<file path="config.mk">
export PLATFORM = sky130hd
export DESIGN_NAME = ps2_hex_entry
export DESIGN_NICKNAME = d
export VERILOG_FILES = /design/src/rtl/ps2_hex_entry.sv
export SDC_FILE = /design/constraint.sdc
export NUM_CORES = 1
export LEC_CHECK = 0
export ABC_AREA = 1
export ABC_CLOCK_PERIOD_IN_PS = 3900
export CORE_UTILIZATION = 54
export CTS_BUF_LIST = sky130_fd_sc_hd__clkbuf_4 sky130_fd_sc_hd__clkbuf_8
export CTS_CLUSTER_DIAMETER = 30
export DETAILED_ROUTE_END_ITERATION = 8
export GPL_TIMING_DRIVEN = 1
export PLACE_DENSITY = 0.78
export SLEW_MARGIN = 10
export SYNTH_ARGS = -nofsm -noshare
export SYNTH_HDL_FRONTEND = slang
export SYNTH_SLANG_ARGS = --single-unit
</file>
<file path="constraint.sdc">
create_clock -name clk -period 3.9 [get_ports clk]
set_input_delay 0.39 -clock clk [delete_from_list [all_inputs] [get_ports clk]]
set_output_delay 0.39 -clock clk [all_outputs]
set_load 0.005 [all_outputs]
</file>
<file path="src/rtl/ps2_hex_entry.sv">
// PS/2 keyboard receiver with a 4-digit hex entry decoder.
// Digits shift in from the right; Backspace, Escape and Enter edit or commit the value.
module ps2_hex_entry #(
  parameter int unsigned TIMEOUT_CYCLES = 20000
) (
  input  logic        clk,
  input  logic        reset,
  input  logic        ps2_clk,
  input  logic        ps2_data,
  output logic [15:0] number,
  output logic        number_valid,
  output logic [2:0]  digit_count,
  output logic        frame_err
);

  localparam int unsigned TW = $clog2(TIMEOUT_CYCLES + 1);
  localparam logic [TW-1:0] TMO_LAST = TW'(TIMEOUT_CYCLES - 1);

  typedef enum logic [1:0] {IDLE = 2'd0, RECV = 2'd1, DONE = 2'd2} state_t;

  // Returns {hit, nibble} for a make code that maps to a hex digit.
  function automatic logic [4:0] hex_code(input logic [7:0] b);
    case (b)
      8'h45: hex_code = 5'h10;  8'h16: hex_code = 5'h11;
      8'h1E: hex_code = 5'h12;  8'h26: hex_code = 5'h13;
      8'h25: hex_code = 5'h14;  8'h2E: hex_code = 5'h15;
      8'h36: hex_code = 5'h16;  8'h3D: hex_code = 5'h17;
      8'h3E: hex_code = 5'h18;  8'h46: hex_code = 5'h19;
      8'h1C: hex_code = 5'h1A;  8'h32: hex_code = 5'h1B;
      8'h21: hex_code = 5'h1C;  8'h23: hex_code = 5'h1D;
      8'h24: hex_code = 5'h1E;  8'h2B: hex_code = 5'h1F;
      default: hex_code = 5'h00;
    endcase
  endfunction

  // Frame = {stop, parity, data[7:0]}; good when stop is high and parity is odd.
  function automatic logic frame_ok(input logic [9:0] f);
    frame_ok = f[9] & (^f[8:0]);
  endfunction

  logic          clk_meta_q, clk_sync_q, clk_prev_q, dat_meta_q, dat_sync_q;
  state_t        state_q, state_d;
  logic [3:0]    idx_q, idx_d;
  logic [TW-1:0] tmo_q, tmo_d;
  logic [9:0]    shift_q, shift_d;
  logic [15:0]   number_q, number_d;
  logic [2:0]    count_q, count_d;
  logic          brk_q, brk_d, fresh_q, fresh_d;
  logic          valid_q, valid_d, err_q, err_d;
  logic          fall_s, deliver_s;
  logic [7:0]    byte_s;
  logic [4:0]    dig_s;

  assign fall_s    = clk_prev_q & ~clk_sync_q;
  assign byte_s    = shift_q[7:0];
  assign deliver_s = (state_q == DONE) && frame_ok(shift_q);
  assign dig_s     = hex_code(byte_s);

  // Receiver: start-bit hunt, 10 sampled bits, frame check, inter-edge timeout.
  always_comb begin
    state_d = state_q;
    idx_d   = idx_q;
    tmo_d   = tmo_q;
    shift_d = shift_q;
    err_d   = 1'b0;
    case (state_q)
      IDLE: begin
        if (fall_s && !dat_sync_q) begin
          state_d = RECV;
          idx_d   = 4'd0;
          tmo_d   = '0;
        end else begin
        end
      end
      RECV: begin
        if (fall_s) begin
          shift_d = {dat_sync_q, shift_q[9:1]};
          tmo_d   = '0;
          if (idx_q == 4'd9) begin
            state_d = DONE;
            idx_d   = 4'd0;
          end else begin
            idx_d = idx_q + 4'd1;
          end
        end else if (tmo_q == TMO_LAST) begin
          err_d   = 1'b1;
          state_d = IDLE;
          idx_d   = 4'd0;
          tmo_d   = '0;
        end else begin
          tmo_d = tmo_q + TW'(1);
        end
      end
      DONE: begin
        state_d = IDLE;
        err_d   = ~frame_ok(shift_q);
      end
      default: state_d = IDLE;
    endcase
  end

  // Decoder: break/extended prefixes, digit entry and edit keys.
  always_comb begin
    number_d = number_q;
    count_d  = count_q;
    brk_d    = brk_q;
    fresh_d  = fresh_q;
    valid_d  = 1'b0;
    if (deliver_s) begin
      if (byte_s == 8'hE0) begin
      end else if (byte_s == 8'hF0) begin
        brk_d = 1'b1;
      end else if (brk_q) begin
        brk_d = 1'b0;
      end else if (dig_s[4]) begin
        if (fresh_q) begin
          number_d = {12'h000, dig_s[3:0]};
          count_d  = 3'd1;
          fresh_d  = 1'b0;
        end else if (count_q < 3'd4) begin
          number_d = {number_q[11:0], dig_s[3:0]};
          count_d  = count_q + 3'd1;
        end else begin
        end
      end else begin
        case (byte_s)
          8'h66: begin
            fresh_d = 1'b0;
            if (count_q != 3'd0) begin
              number_d = {4'h0, number_q[15:4]};
              count_d  = count_q - 3'd1;
            end else begin
            end
          end
          8'h76: begin
            number_d = 16'h0000;
            count_d  = 3'd0;
            fresh_d  = 1'b0;
          end
          8'h5A: begin
            valid_d = 1'b1;
            fresh_d = 1'b1;
          end
          default: begin
          end
        endcase
      end
    end else begin
    end
  end

  // Synchronizers idle high so release from reset never fakes a falling edge.
  always_ff @(posedge clk or negedge reset) begin
    if (!reset) begin
      clk_meta_q <= 1'b1;
      clk_sync_q <= 1'b1;
      clk_prev_q <= 1'b1;
      dat_meta_q <= 1'b1;
      dat_sync_q <= 1'b1;
      state_q    <= IDLE;
      idx_q      <= 4'd0;
      tmo_q      <= '0;
      shift_q    <= 10'h000;
      number_q   <= 16'h0000;
      count_q    <= 3'd0;
      brk_q      <= 1'b0;
      fresh_q    <= 1'b0;
      valid_q    <= 1'b0;
      err_q      <= 1'b0;
    end else begin
      clk_meta_q <= ps2_clk;
      clk_sync_q <= clk_meta_q;
      clk_prev_q <= clk_sync_q;
      dat_meta_q <= ps2_data;
      dat_sync_q <= dat_meta_q;
      state_q    <= state_d;
      idx_q      <= idx_d;
      tmo_q      <= tmo_d;
      shift_q    <= shift_d;
      number_q   <= number_d;
      count_q    <= count_d;
      brk_q      <= brk_d;
      fresh_q    <= fresh_d;
      valid_q    <= valid_d;
      err_q      <= err_d;
    end
  end

  assign number       = number_q;
  assign digit_count  = count_q;
  assign number_valid = valid_q;
  assign frame_err    = err_q;

endmodule
</file>
==> results.cfg <==
[timing]
rsz0062_at_grt = no
period_minus_slack_ps = 2430
slew_violations = 0
hold_viol = 0
timing.setup.tns_ps = 0
clock_skew_ps = 9.15
layout_setup_ws_ps = 1470
slew_headroom = 0.498
clock.fmax_mhz = 411
setup_violations = 0
timing.final.crit_share = 0.624
worst_pin_slew_ps = 753

[synth]
synthTopCellsByArea = dfrtp_1, nand2_1, ha_1
synth_edf_count = 0
synth_mux_area_frac = 0
synth_compound_area_frac = 0.0554
syn-cell-area_mm2 = 0.00393
synth-xor-area-share = 0.0134
synth_top_family_by_area = simple AND/OR/NAND/NOR gates
yosys-top-cells-count = nand2_1, inv_1, nor2_1
yosys.area.top_type = dfrtp_1
yosysWarnings = 0
ys_seq_area_frac = 0.377
yosys.area_share.adder = 0.0796
post-synth-top-area-fraction = 0.344
async_flop_share = 1.00
yosysMostFrequentCell = nand2_1
synth_cells = 538
synth_simple_gate_area_share = 0.377
syn_area_per_cell_um2 = 7.31
synthFlopType = dfrtp_1
syn_nets = 567
synthDistinctLibCells = 35
ys_seq_elements = 59

[setup_path]
cp_slowest_cell = nand3_2
startpoint_type = register
path_cells = inv_1 > ha_1 > nand2_2 > nor2_1 > nor2_2 > nand2_4 > nor2_8 > nand3_2 > nand3_4 > nand2_1 > nand2_1
crit_path_max_fanout = 20
critPathKind = register to register
cpLargestDelayFamily = simple AND/OR/NAND/NOR gates
end_kind = register
critPathRequiredTime_ps = 4180
crit_top_cell = nand2_1
crit_buf_inv = 1
critical_path.max_stage_delay_ps = 400
critPathArrivalTime_ps = 2710

[cts]
postCtsHoldBufs = 0
postCtsSetupBuffers = 0
root_buffer = clkbuf_8
htree_levels = 3
cts_num_sinks = 59
clock_latency_ps = 340
cts_buffers = 9
clk_path_buf_depth = 2
clkTransAtPathRegs_ps = 70
cts_tree = done
cts_resized = 0

[floorplan]
initial_utilization = 0.569
dieHeight_um = 87.3
die_area_mm2 = 0.00763
io_pins = 25
dieWidth_um = 87.3
core_area_mm2 = 0.00691
rows = 30

[detailed_routing]
drt_iter0_drc = 225
routed_wl_um = 8190
avgRoutedWirePerCell_um = 12.4
antenna_left = 0
drtPass1Iterations = 5
viasPerCell = 5.31
route.detailed.drc = 0
vias = 3517

[placed_design]
hpwl_um = 5880
dp.cells = 646
numPortBuffers = 24
place_area_mm2 = 0.00421
dp_slack_ps = 1490
place_congestion = 0.953

[status]
status = finished, final reports clean

[power]
ir_drop_uv = 332
power_density_mw_per_mm2 = 446
power_leakage_nw = 2.27

[cells_and_area]
areaGrowthSynthToFinish_pct = 12.3
final_nets = 590
drive_gt1_frac = 0.0989
finalNonFillerCells = 662
stdcell_area_mm2 = 0.00442
diodes = 0
utilization = 0.639
nFillCells = 616

[grt]
grt_pass1_vias = 3230
antenna_found_initial = 0
overflow = 0
gr-usage-all-layers = 0.233
grt_pass1_wl_um = 14000
grt_max_degree = 60

[hold_path]
min_path_type = input port to asynchronous set/reset pin

[flow_run]
cap_violations = 0
-- path summary, 6_finish.rpt --
check | start | endpoint | slack [ps] | cells after the start
setup / recovery | shift_q[3] | number[1] | 1470 | 11
setup reg to reg | shift_q[3] | number[1] | 1470 | 11
max in group asynchronous | reset | number[8] | 3200 | 2
hold / removal | reset | tmo_q[2] | 190 | 2
min in group clk | clk_meta_q | clk_sync_q | 360 | 0
hold reg to reg | clk_meta_q | clk_sync_q | 360 | 0
-- placed cells by master, fill, tap and decap left out, types with 4 or more instances in the layout --
cell,n
ha_1,25
nor3_1,5
clkbuf_8,10
nand4_1,27
nor2_1,65
inv_2,4
inv_1,71
o21ai_0,25
nand3_1,27
nand3b_1,4
a21oi_1,6
dfrtp_1,54
nand2_1,162
dfstp_2,5
clkdlybuf4s50_1,23
nand3_4,4
nand2_2,12
buf_4,4
-- area by class of cell --
cell class                      instances  area [µm²]  share of cell area
Tap cell                               96         120              0.0272
Timing Repair Buffer                   28         265              0.0601
Inverter                               75         282              0.0638
Sequential cell                        59        1480               0.336
Clock buffer                           10         138              0.0312
Multi-Input combinational cell        388        2060               0.467
Clock inverter                          6        65.1              0.0147
-- sequential cells by signal, summed over array words and instances, names as in the netlist --
register      flops
number           16
tmo_q            15
shift_q          10
idx_q             4
digit_count       3
state_q           2
brk_q             1
clk_meta_q        1
clk_prev_q        1
clk_sync_q        1
dat_meta_q        1
dat_sync_q        1
frame_err         1
fresh_q           1
number_valid      1
-- report_power, final --
part	leakage (nW)	internal [mW]	total, mW	switching, mW
clock network	0.102	0.312	0.570	0.258
logic	1.38	0.207	0.643	0.436
registers	0.795	0.689	0.758	0.0690
total	2.27	1.21	1.97	0.762
-- metal layers --
layer,vias to the layer above,track usage,wire length [µm]
met4,0,0.101,135
met3,15,0.0445,458
met1,1634,0.316,3840
li1,1744,-,-
met2,124,0.364,3760
met5,-,0,0
-- cell families (layout without fill, tap and decap cells) --
| group | count (synthesis) | after routing |
|---|---|---|
| adders and majority gates | 25 | 25 |
| buffers and inverters | 91 | 119 |
| AOI/OAI and AO/OA | 40 | 40 |
| DFF | 59 | 59 |
| xor gates and xnor gates | 6 | 6 |
| and+or+nand+nor | 317 | 317 |
-- per-stage QoR --
stage / hold WS [ps] / power [mW]
2_1_floorplan: 94.4 / 1.26
3_3_place_gp: 347 / 1.38
3_5_place_dp: 347 / 1.41
4_1_cts: 236 / 1.98
5_1_grt: 286 / 2.12
6_report: 192 / 1.97
(Power assumes the default switching activity.)
